$ cat src/rtl/regfile_pkg.sv
// regfile_pkg: shared constants and helpers for the multi-port register file.
package regfile_pkg;
    localparam int RESET_ZERO  = 0;
    localparam int RESET_INDEX = 1;
    localparam int MAX_RD      = 4;

    function automatic int clog2(input int n);
        int r = 0;
        for (int v = n - 1; v > 0; v = v >> 1) r++;
        return r;
    endfunction
endpackage

$ cat src/rtl/regfile_scoreboard.sv
// regfile_scoreboard: per-register pending-write bits, busy count and
// double-reservation error flag.
module regfile_scoreboard
    import regfile_pkg::*;
#(
    parameter int ADDR_W   = 5,
    parameter int NUM_RD   = 2,
    parameter int ZERO_REG = 1,
    parameter int BYPASS   = 1
) (
    input  logic                     clk_i,
    input  logic                     reset_i,
    input  logic [NUM_RD*ADDR_W-1:0] rd_addr_i,
    output logic [NUM_RD-1:0]        rd_busy_o,
    input  logic                     wr_en_i,
    input  logic [ADDR_W-1:0]        wr_addr_i,
    input  logic                     rsv_en_i,
    input  logic [ADDR_W-1:0]        rsv_addr_i,
    output logic [ADDR_W:0]          pend_cnt_o,
    output logic                     rsv_err_o
);
    localparam int DEPTH = 1 << ADDR_W;
    localparam int CNT_W = clog2(DEPTH) + 1;

    logic [DEPTH-1:0] busy_q, busy_d;
    logic [CNT_W-1:0] pend_cnt_q, pend_cnt_d;
    logic             rsv_err_q, rsv_err_d;
    logic             wr_eff, rsv_eff, same, inc, dec;

    assign wr_eff  = wr_en_i && !(ZERO_REG != 0 && wr_addr_i == '0);
    assign rsv_eff = rsv_en_i && !(ZERO_REG != 0 && rsv_addr_i == '0);
    assign same    = wr_eff && wr_addr_i == rsv_addr_i;
    // A same-address write+reserve on a busy register hands it to the new producer: net 0
    assign inc     = rsv_eff && !busy_q[rsv_addr_i];
    assign dec     = wr_eff && busy_q[wr_addr_i] && !(rsv_eff && wr_addr_i == rsv_addr_i);

    always_comb begin
        busy_d = busy_q;
        if (wr_eff) busy_d[wr_addr_i] = 1'b0;
        if (rsv_eff) busy_d[rsv_addr_i] = 1'b1;
        pend_cnt_d = pend_cnt_q + CNT_W'(inc) - CNT_W'(dec);
        rsv_err_d  = rsv_eff && busy_q[rsv_addr_i] && !same;
    end

    always_ff @(posedge clk_i) begin
        if (reset_i) begin
            busy_q     <= '0;
            pend_cnt_q <= '0;
            rsv_err_q  <= 1'b0;
        end else begin
            busy_q     <= busy_d;
            pend_cnt_q <= pend_cnt_d;
            rsv_err_q  <= rsv_err_d;
        end
    end

    assign pend_cnt_o = pend_cnt_q;
    assign rsv_err_o  = rsv_err_q;

    for (genvar k = 0; k < NUM_RD; k++) begin : g_busy
        logic [ADDR_W-1:0] a;
        assign a = rd_addr_i[k*ADDR_W +: ADDR_W];
        assign rd_busy_o[k] = busy_q[a] && !(BYPASS != 0 && wr_en_i && wr_addr_i == a)
                              && !(ZERO_REG != 0 && a == '0);
    end
endmodule

$ cat src/rtl/regfile_mp.sv
// regfile_mp: multi-read-port register file with write bypass, hardwired zero
// register, selectable reset contents and a pending-write scoreboard.
module regfile_mp
    import regfile_pkg::*;
#(
    parameter int DATA_W     = 32,
    parameter int ADDR_W     = 5,
    parameter int NUM_RD     = 2,
    parameter int ZERO_REG   = 1,
    parameter int BYPASS     = 1,
    parameter int RESET_MODE = 0
) (
    input  logic                     clk_i,
    input  logic                     reset_i,
    input  logic [NUM_RD*ADDR_W-1:0] rd_addr_i,
    output logic [NUM_RD*DATA_W-1:0] rd_data_o,
    output logic [NUM_RD-1:0]        rd_busy_o,
    input  logic                     wr_en_i,
    input  logic [ADDR_W-1:0]        wr_addr_i,
    input  logic [DATA_W-1:0]        wr_data_i,
    input  logic                     rsv_en_i,
    input  logic [ADDR_W-1:0]        rsv_addr_i,
    output logic [ADDR_W:0]          pend_cnt_o,
    output logic                     rsv_err_o
);
    localparam int DEPTH = 1 << ADDR_W;

    if (NUM_RD < 1 || NUM_RD > MAX_RD) begin : g_bad_num_rd
        $error("regfile_mp: NUM_RD out of range");
    end
    if (RESET_MODE != RESET_ZERO && RESET_MODE != RESET_INDEX) begin : g_bad_reset_mode
        $error("regfile_mp: unsupported RESET_MODE");
    end

    logic [DATA_W-1:0] mem_q [DEPTH];
    logic              wr_eff;

    assign wr_eff = wr_en_i && !(ZERO_REG != 0 && wr_addr_i == '0);

    always_ff @(posedge clk_i) begin
        if (reset_i) begin
            for (int i = 0; i < DEPTH; i++)
                mem_q[i] <= (RESET_MODE == RESET_INDEX) ? DATA_W'(i) : '0;
        end else if (wr_eff) begin
            mem_q[wr_addr_i] <= wr_data_i;
        end
    end

    for (genvar k = 0; k < NUM_RD; k++) begin : g_rd
        logic [ADDR_W-1:0] a;
        assign a = rd_addr_i[k*ADDR_W +: ADDR_W];
        assign rd_data_o[k*DATA_W +: DATA_W] =
            (ZERO_REG != 0 && a == '0)                   ? '0        :
            (BYPASS != 0 && wr_en_i && wr_addr_i == a)   ? wr_data_i :
                                                           mem_q[a];
    end

    regfile_scoreboard #(
        .ADDR_W  (ADDR_W),
        .NUM_RD  (NUM_RD),
        .ZERO_REG(ZERO_REG),
        .BYPASS  (BYPASS)
    ) u_sb (
        .clk_i     (clk_i),
        .reset_i   (reset_i),
        .rd_addr_i (rd_addr_i),
        .rd_busy_o (rd_busy_o),
        .wr_en_i   (wr_en_i),
        .wr_addr_i (wr_addr_i),
        .rsv_en_i  (rsv_en_i),
        .rsv_addr_i(rsv_addr_i),
        .pend_cnt_o(pend_cnt_o),
        .rsv_err_o (rsv_err_o)
    );
endmodule

$ cat config.mk
export PLATFORM = sky130hd
export DESIGN_NAME = regfile_mp
export DESIGN_NICKNAME = d
export VERILOG_FILES = /design/src/rtl/regfile_pkg.sv /design/src/rtl/regfile_scoreboard.sv /design/src/rtl/regfile_mp.sv
export SDC_FILE = /design/constraint.sdc
export NUM_CORES = 2
export LEC_CHECK = 0
export CAP_MARGIN = 15
export CORE_MARGIN = 2
export CORE_UTILIZATION = 41
export CTS_CLUSTER_SIZE = 20
export DETAILED_ROUTE_END_ITERATION = 16
export DONT_BUFFER_PORTS = 1
export PLACE_DENSITY = 0.63
export SETUP_SLACK_MARGIN = 0.3
export SYNTH_ARGS = -nofsm -noshare
export SYNTH_HDL_FRONTEND = slang
export SYNTH_SLANG_ARGS = --single-unit
$ cat constraint.sdc
create_clock -name clk_i -period 3.2 [get_ports clk_i]
set_input_delay 0.48 -clock clk_i [delete_from_list [all_inputs] [get_ports clk_i]]
set_output_delay 0.48 -clock clk_i [all_outputs]
set_load 0.03 [all_outputs]
==> flow_summary_export.csv <==
group,metric,value,unit
logic_synthesis,async_reset_ff_frac,0,
cells_and_area,area_growth,17.0,%
logic_synthesis,synth_edf_count,1024,
timing,drv_slew,0,
min_path,hold_depth,3,
route,drc_errors,0,
logic_synthesis,synth_top_area_cell,"edfxtp_1",
min_path,min_path_type,"in2reg",
global_routing,grt_pass1_wl,290000,um
cells_and_area,nets,4128,
route,drt_first_pass_iters,6,
logic_synthesis,avgSynthCellArea,14.4,sq um
clock_network,cts_tree,"yes",
status,violations,"negative setup slack",
clock_network,cts.sinks,1063,
floorplan,die_x,380,um
logic_synthesis,synth-seq-cells,1063,
pwr,p_int,25.6,mW
pwr,p_per_area,509,mW/mm^2
timing,finalCritPeriodShare,1.11,
setup_path,r2r_start,"u_sb.busy_q[14]$_SDFF_PP0_",
floorplan,core_area,0.141,sq mm
clock_network,clk_path_buf_depth,3,
pwr,p_sw,8.88,mW
pwr,seqPwrFrac,0.477,
route,drtAntennaViolNets,0,
setup_path,end_kind,"output port",
route,drtIter0Drc,5486,
pwr,power_switching_share,0.257,
setup_path,reg2reg_depth,15,
timing,period_needed,3.56,ns
pwr,clockPowerShare,0.375,
timing,max_freq,281,MHz
cells_and_area,drive_above_1_share,0.320,
setup_path,required,2.72,ns
pwr,total_power,34.5,mW
logic_synthesis,synthCells,4024,
clock_network,clk_latency,0.75,ns
timing,hold_violations,0,
timing,fin_ws,-0.362,ns
setup_path,crit_path_cell_trace,"or3b_2 -> o22ai_1 -> nor4_2 -> nor4_2 -> nor3_1 -> buf_4 -> buf_6",
global_routing,grt_pass1_vias,38600,
status,status,"finished with violations",
floorplan,initial_core_util,0.411,
global_routing,antenna_found_initial,15,
global_routing,grt_use_total,0.281,
setup_path,rrSetupSlack,0.10,ns
setup_path,path_class,"in2out",
logic_synthesis,syn-cell-area,0.0580,sq mm
clock_network,numCtsBuffers,112,
timing,finalClockSkew,0.0177,ns
setup_path,slowest_stage,"or3b_2",
setup_path,worstReg2RegEnd,"u_sb.pend_cnt_o[4]$_SDFF_PP0_",
clock_network,h-tree-depth,3,
route,avgViaCountPerCell,6.37,
floorplan,dieArea,0.145,sq mm
global_routing,grt_overflow,0,
timing,worstMarginPinSlew,1.35,ns
floorplan,die_h,380,um
place,port_buffers,0,
setup_path,crit_fanout,219,
floorplan,rows,138,
setup_path,cp.arrival,3.08,ns
global_routing,grt_max_degree,310,
route,wl_per_cell,34.0,um
logic_synthesis,seq_area_frac_synth,0.544,
timing,hold_ws,0.0344,ns
logic_synthesis,ys_types,64,
timing,relSlewSlack,0.0980,
timing,setup_viol_count_final,35,
place,gp_congestion,0.922,
route,vias,38600,
job,drv_cap,0,
floorplan,ios,129,
min_path,holdPathEnd,"u_sb.busy_q[1]$_SDFF_PP0_",
logic_synthesis,synth_area_leaders,"edfxtp_1 53%, mux4_2 19%, and2_1 11%",
logic_synthesis,synth.most_common_cell,"edfxtp_1",
setup_path,slowest_delay,0.93,ns
logic_synthesis,yosys.area.top_type_share,0.530,
place,place_hpwl,116000,um
logic_synthesis,synth_flop_cell,"edfxtp_1",
timing,rsz0062_at_grt,"true",
pwr,leakagePower,23.1,nW
clock_network,cts-root-buf,"clkbuf_16",
route,finalWirelength,206000,um
clock_network,clk_pin_slew,0.06,ns
logic_synthesis,synth_warnings,0,
setup_path,cp_common_cell,"nor4_2",
pwr,comb_power_share,0.148,
place,preCtsSetupSlack,-0.177,ns
min_path,hold_start,"rsv_addr_i[1]",
logic_synthesis,synthTopCellsByCount,"1,024 x edfxtp_1, 976 x and2_1, 489 x mux4_2",
pwr,ir_drop,0.000460,V
setup_path,critPathLaunchType,"primary input",
[layer usage]
| metal | global-route usage | part of all wire | vias up | wire, um |
|---|---|---|---|---|
| met1 | 0.374 | 0.37 | 19900 | 76300 |
| met5 | 0 | 0.00069 | - | 142 |
| li1 | - | - | 15600 | - |
| met3 | 0.0881 | 0.13 | 483 | 26300 |
| met2 | 0.422 | 0.45 | 2557 | 92300 |
| met4 | 0.131 | 0.053 | 4 | 10800 |
[state kept, by name, indices dropped and copies added (netlist names)]
| register | count |
|---|---|
| u_sb.pend_cnt_o | 6 |
| u_sb.busy_q | 32 |
| u_sb.rsv_err_o | 1 |
| mem_q | 1024 |
[area by class of cell]
type	count	area [sq um]
inverters	46	173
clock buffers	134	2940
diodes	5	12.5
multi-input cells	2518	26400
clock inverters	72	642
well taps	1890	2360
fillers	12000	73200
repair buffers	324	3750
flip-flops and latches	1063	31500
[worst max-delay path by stage]
stage                                    end  slack [ns]  cells after the start                        from
6_report                       rd_data_o[13]       -0.36                      7                rd_addr_i[1]
5_1_grt                         rd_busy_o[1]       -0.15                      7  u_sb.busy_q[26]$_SDFF_PP0_
4_1_cts                        rd_data_o[50]       -0.08                      7  mem_q[5][18]$_SDFFCE_PN0P_
3_5_place_dp   u_sb.pend_cnt_o[4]$_SDFF_PP0_       -0.18                     14                wr_addr_i[0]
3_3_place_gp   u_sb.pend_cnt_o[4]$_SDFF_PP0_       -0.26                     14                wr_addr_i[0]
2_1_floorplan  u_sb.pend_cnt_o[5]$_SDFF_PP0_        0.08                     14                wr_addr_i[0]
[worst max-delay path: cells and delay by family]
family | cells | cell delay (ns)
compound gates | 1 | 0.39
simple gates | 4 | 1.39
buf+inv | 2 | 0.31
[power by group through the flow]
| stage | logic, mW | clock network (mW) | registers [mW] |
|---|---|---|---|
| final | 5.11 | 13.0 | 16.5 |
| after global placement | 4.20 | 0 | 16.7 |
| after global routing | 5.22 | 13.6 | 16.5 |
| after floorplan | 3.05 | 0 | 16.6 |
| after detailed placement | 4.21 | 0 | 16.7 |
| after CTS | 4.83 | 13.1 | 16.4 |
[logic make-up (layout without fill, tap and decap cells)]
kind of cell	count (synthesis)	in the layout	synth area share
flops	1063	1063	0.544
compound gates	464	464	0.0571
fa+ha+maj	7	7	0.00164
buf+inv	475	576	0.0380
mux	667	667	0.221
other cells	1	37	0.0000646
simple gates	1328	1329	0.136
xor+xnor	19	19	0.00287
[cell usage in the layout (no fill, tap or decap), types with 30 or more instances in the layout]
master     Yosys  routed
edfxtp_1    1024    1024
and2_1       976     972
mux4_2       489     489
buf_4         39     171
mux2i_1      157     134
clkbuf_16      0     114
buf_12         0      82
nand2_1       66      60
nor2_1        87      51
inv_1         44      42
a211oi_2       0      42
buf_6         20      41
nor3_1        55      40
o21ai_0       57      40
a22oi_2        0      36
a221oi_1      36      33
dfxtp_1       39      33
conb_1         1      32
a21o_2         0      30
[through the flow]
stage | cell area (sq um) | utilization | TNS, ns | cells
after CTS | 67100 | 0.476 | -0.383 | 6034
after detailed placement | 61600 | 0.436 | -0.327 | 5786
after global routing | 67900 | 0.481 | -0.648 | 6049
after floorplan | 58200 | - | 0 | 4055
after global placement | 61600 | 0.436 | -0.447 | 5786
final | 67900 | 0.481 | -5.07 | 6052
[timing repair]
item	4_1_cts	5_1_grt
endpoints found under the hold margin	1022	1
resized for setup	274	118
cloned	0	1
endpoints found under the setup margin	69	69
buffers inserted	1	7
pin swaps	119	80
hold buffers	41	1
Power figures use the tool's default switching activity.
